`src/rtl/rv16_fu_scheduler.sv`:
```
// In-order single-issue scheduler: one holding register feeds seven functional
// units, each tracked by a down-counting occupancy counter.
module rv16_fu_scheduler #(
    parameter int DATA    = 4,
    parameter int MUL_LAT = 2,
    parameter int DIV_LAT = 4
) (
    input  logic            clk,
    input  logic            rst_n,
    input  logic            in_valid,
    output logic            in_ready,
    input  logic [3:0]      in_opcode,
    input  logic [DATA-1:0] in_rs1,
    input  logic [DATA-1:0] in_rs2,
    output logic [6:0]      fu_issue,
    output logic [DATA-1:0] fu_rs1,
    output logic [DATA-1:0] fu_rs2,
    output logic [6:0]      fu_done,
    output logic            err_opcode,
    output logic [7:0]      issue_cnt
);

    // state | meaning
    // EMPTY | holding register empty, in_ready high
    // HELD  | instruction waiting for its unit (or about to be dropped)
    typedef enum logic {EMPTY = 1'b0, HELD = 1'b1} state_t;

    state_t          state, state_nxt;
    logic [3:0]      hold_op;
    logic [DATA-1:0] hold_rs1, hold_rs2;
    logic [3:0]      cnt [7];
    logic [6:0]      launch_vec;
    logic            launch, drop, accept;

    function automatic logic [3:0] lat_of(input int unit);
        case (unit)
            2:       return 4'(MUL_LAT);
            3:       return 4'(DIV_LAT);
            default: return 4'd1;
        endcase
    endfunction

    // A unit whose counter is at 1 finishes this cycle, so it may be relaunched now.
    always_comb begin
        launch_vec = '0;
        fu_done    = '0;
        for (int k = 0; k < 7; k++) begin
            launch_vec[k] = (state == HELD) && (hold_op == 4'(k)) && (cnt[k] <= 4'd1);
            fu_done[k]    = (cnt[k] == 4'd1);
        end
    end

    always_comb begin
        launch    = |launch_vec;
        drop      = (state == HELD) && (hold_op > 4'd6);
        in_ready  = (state == EMPTY) || launch;
        accept    = in_valid && in_ready;
        state_nxt = state;
        if (accept) begin
            state_nxt = HELD;
        end else if (launch || drop) begin
            state_nxt = EMPTY;
        end
    end

    always_ff @(posedge clk or negedge rst_n) begin
        if (!rst_n) begin
            state <= EMPTY;
        end else begin
            state <= state_nxt;
        end
    end

    always_ff @(posedge clk or negedge rst_n) begin
        if (!rst_n) begin
            hold_op  <= '0;
            hold_rs1 <= '0;
            hold_rs2 <= '0;
        end else if (accept) begin
            hold_op  <= in_opcode;
            hold_rs1 <= in_rs1;
            hold_rs2 <= in_rs2;
        end
    end

    always_ff @(posedge clk or negedge rst_n) begin
        if (!rst_n) begin
            fu_issue   <= '0;
            fu_rs1     <= '0;
            fu_rs2     <= '0;
            err_opcode <= 1'b0;
            issue_cnt  <= '0;
        end else begin
            fu_issue   <= launch_vec;
            err_opcode <= drop;
            issue_cnt  <= issue_cnt + 8'(launch);
            if (launch) begin
                fu_rs1 <= hold_rs1;
                fu_rs2 <= hold_rs2;
            end
        end
    end

    // Reload on launch wins over the per-cycle decrement.
    always_ff @(posedge clk or negedge rst_n) begin
        if (!rst_n) begin
            for (int k = 0; k < 7; k++) cnt[k] <= '0;
        end else begin
            for (int k = 0; k < 7; k++) begin
                if (launch_vec[k]) begin
                    cnt[k] <= lat_of(k);
                end else if (cnt[k] != 4'd0) begin
                    cnt[k] <= cnt[k] - 4'd1;
                end
            end
        end
    end

endmodule

```
`config.mk`:
```
export PLATFORM = sky130hd
export DESIGN_NAME = rv16_fu_scheduler
export DESIGN_NICKNAME = d
export VERILOG_FILES = /design/src/rtl/rv16_fu_scheduler.sv
export SDC_FILE = /design/constraint.sdc
export NUM_CORES = 1
export LEC_CHECK = 0
export CORE_AREA = 5 5 82 99
export CTS_BUF_LIST = sky130_fd_sc_hd__clkbuf_4
export CTS_CLUSTER_SIZE = 10
export DETAILED_ROUTE_END_ITERATION = 10
export DIE_AREA = 0 0 87 104
export HOLD_SLACK_MARGIN = 0.06
export PLACE_DENSITY = 0.69
export SYNTH_ARGS = -nofsm -noshare
export SYNTH_HDL_FRONTEND = slang
export SYNTH_SLANG_ARGS = --single-unit
```
`constraint.sdc`:
```
create_clock -name clk -period 3.3 [get_ports clk]
set_input_delay 0.66 -clock clk [delete_from_list [all_inputs] [get_ports clk]]
set_output_delay 0.66 -clock clk [all_outputs]
set_load 0.02 [all_outputs]
```
==> results.ini <==
[critical_path]
crit_buf_inv=2
crit_path_max_fanout=6
start_kind=flop
critPathRequiredTime_ps=2640
setup.worst_path.end_class=output port
critPathSlowestCell=dfrtp_1
crit_chain=inv_1, ha_1, nor2_1, nor4b_4, nor4_4, and3_4, nand2_1, dlygate4sd2_1
crit_arrival_ps=2440
critPathTopFamily=simple AND/OR/NAND/NOR gates
worst-setup-path-type=reg -> out
max_stage_delay_ps=400

[yosys]
post_synth.cell_area_avg_um2=11.8
synthMuxAreaShare_pct=11.2
synth_top_cells_by_count=dfrtp_1, nor2_1, inv_1, nand2_1
synth.most_common_cell=dfrtp_1
syn-instance-count=270
synthArstFlopShare_pct=100
synth_fa_ha_area_share_pct=6.27
ys_seq_area_share_pct=51.0
synth_area_leaders=dfrtp_1, mux2_4, ha_1, nor2_1, inv_1
post_synth_xor_area_fraction_pct=2.74
synth-simple-area-share_pct=17.8
synth_nets=301
synth_top_family_by_area=simple AND/OR/NAND/NOR gates
ys_seq_elements=65
synth_compound_area_share_pct=7.37
synth_area_mm2=0.00319
synth_top_cell_by_area=dfrtp_1
synth_edf_count=0
synth_top_area_share_pct=51.0
yosysUniqueCellTypes=41
ys.flop_type=dfrtp_1
yosysWarnings=0

[power]
power_density_mw_per_mm2=955
leakagePower_nw=1.79
irDropWorstVdd_mv=0.542
power_mw=3.73

[drt]
drt_iter0_markers=60
wire_per_inst_um=13.8
drt.antenna.violating_nets=0
num_vias=2163
drc=0
first_pass_iters=4
via_per_inst=5.14
drt_wl_total_mm=5.80

[sta]
worst_slew_pin_slew_ps=658
rsz0062_at_grt=false
period_minus_slack_ps=3100
skew_ps=21.9
slew_headroom_pct=56.0
slew_violations=0
timing.fmax_mhz=323
finalSetupViolations=0
period_share_pct=93.8
finalHoldViolations=0
final.setup.tns_ps=0
hold-worst-slack_ps=278

[cts]
cts_setup_buffers=0
clk_latency_ps=400
numClockSinks=65
cts_hold_buf=0
cts_buffers=9
cts_tree=built
clk_pin_slew_worst_paths_ps=120
cts_root_buf=clkbuf_4
htreeDepth=3
cts_buffer_depth=2

[die]
pin_count=47
placement_rows=34
core_mm2=0.00710
start_util_pct=44.9
die_h_um=104
die_area_mm2=0.00905
die_w_um=87

[finish]
diodes=0
multi_input_area_mm2=0.00145
regArea_mm2=0.00163
fin_nets=358
stdcell_area_mm2=0.00390
drive_gt1_share_pct=14.8
fill_cells=626
area_delta_synth_final_pct=22.3

[global_route]
grt_antenna_before_repair=0
grt_pass1_vias=2208
gr-total-overflow=0
grt.total_usage_pct=14.4
grt_pass1_wl_mm=10.2
grt_max_degree=39

[place]
gp_congestion=0.810
numPortBuffers=46
hpwl_mm=4.42
place_area_mm2=0.00375

[worst_hold_path]
hp-class=in -> async

[outcome]
status=complete, no violations

[run]
cap_viol_max_count=0

power breakdown:
part / switching [mW] / total, mW / internal (mW)
logic: 0.850 / 1.72 / 0.869
clock network: 0.260 / 0.565 / 0.305
registers: 0.308 / 1.44 / 1.13
total: 1.42 / 3.73 / 2.31
kinds of logic (layout without fill, tap and decap cells):
family | after synthesis | count (layout)
compound gates | 34 | 34
buf+inv | 23 | 84
fa+ha+maj | 16 | 16
flops | 65 | 65
xor+xnor | 10 | 10
mux | 27 | 27
simple gates | 95 | 95
per-layer routing:
| metal | GRT usage (%) | share of wire (%) |
|---|---|---|
| met3 | 4.75 | 6.5 |
| met5 | 0 | 0 |
| met1 | 17.5 | 43 |
| met4 | 7.80 | 2.7 |
| met2 | 22.1 | 48 |
state kept, by name, indices dropped and copies added, names as in the netlist:
| register | cells |
|---|---|
| fu_rs2 | 4 |
| hold_rs1 | 4 |
| cnt | 28 |
| hold_op | 4 |
| fu_rs1 | 4 |
| fu_issue | 7 |
| state | 1 |
| hold_rs2 | 4 |
| err_opcode | 1 |
| issue_cnt | 8 |
worst paths after layout:
check                        startpoint           end  slack, ps  depth (start not counted)
max in group asynchronous         rst_n   hold_rs1[2]       2390                          2
hold reg to reg            issue_cnt[7]  issue_cnt[7]        480                          1
min in group clk           issue_cnt[7]  issue_cnt[7]        480                          1
hold / removal                    rst_n   fu_issue[2]        280                          1
setup reg to reg                cnt[12]  issue_cnt[6]        520                         13
setup / recovery                cnt[12]      in_ready        200                          8
cells in the final DEF (no fill, tap or decap), types with 2 or more instances in the layout:
master           synthesis  final
dfrtp_1                 65     65
clkdlybuf4s50_1          0     44
nor2_1                  21     21
inv_1                   20     20
nand2_1                 19     19
mux2_4                  16     16
ha_1                    16     16
a21oi_1                 12     12
nor3_1                  11     11
clkbuf_4                 0     10
xnor2_1                  8      8
nand3_1                  8      8
and2_1                   7      7
nand2b_1                 6      6
mux2i_1                  6      6
o21ai_0                  5      5
mux2_2                   5      5
nor2b_1                  3      3
and4bb_2                 3      3
nor4b_4                  3      3
a31oi_1                  3      3
nor4_1                   3      3
o31ai_1                  3      3
o32ai_1                  3      3
clkinv_1                 0      3
nand4_1                  2      2
xor2_1                   2      2
o22ai_1                  2      2
bufinv_16                0      2
buf_4                    0      2
repair_timing:
| action | in CTS | in global routing |
|---|---|---|
| resized for setup | 1 | 1 |
| endpoints found under the setup margin | 1 | 1 |
| pin swaps | 0 | 1 |
through the flow:
step           utilization, %  cells  setup WS [ps]
6_report                 54.9    421            204
5_1_grt                  54.9    421           10.6
4_1_cts                  54.9    421            151
3_5_place_dp             52.8    406            384
3_3_place_gp             52.8    406            403
2_1_floorplan               -    270            744
final cells by class:
class / count / area share [%]
clock buffer: 10 / 1.92
sequential: 65 / 41.7
inverter: 20 / 1.92
multi-input combinational: 182 / 37.2
tap: 90 / 2.89
timing repair buffer: 49 / 12.5
clock inverter: 5 / 1.83
(Power assumes the default switching activity.)
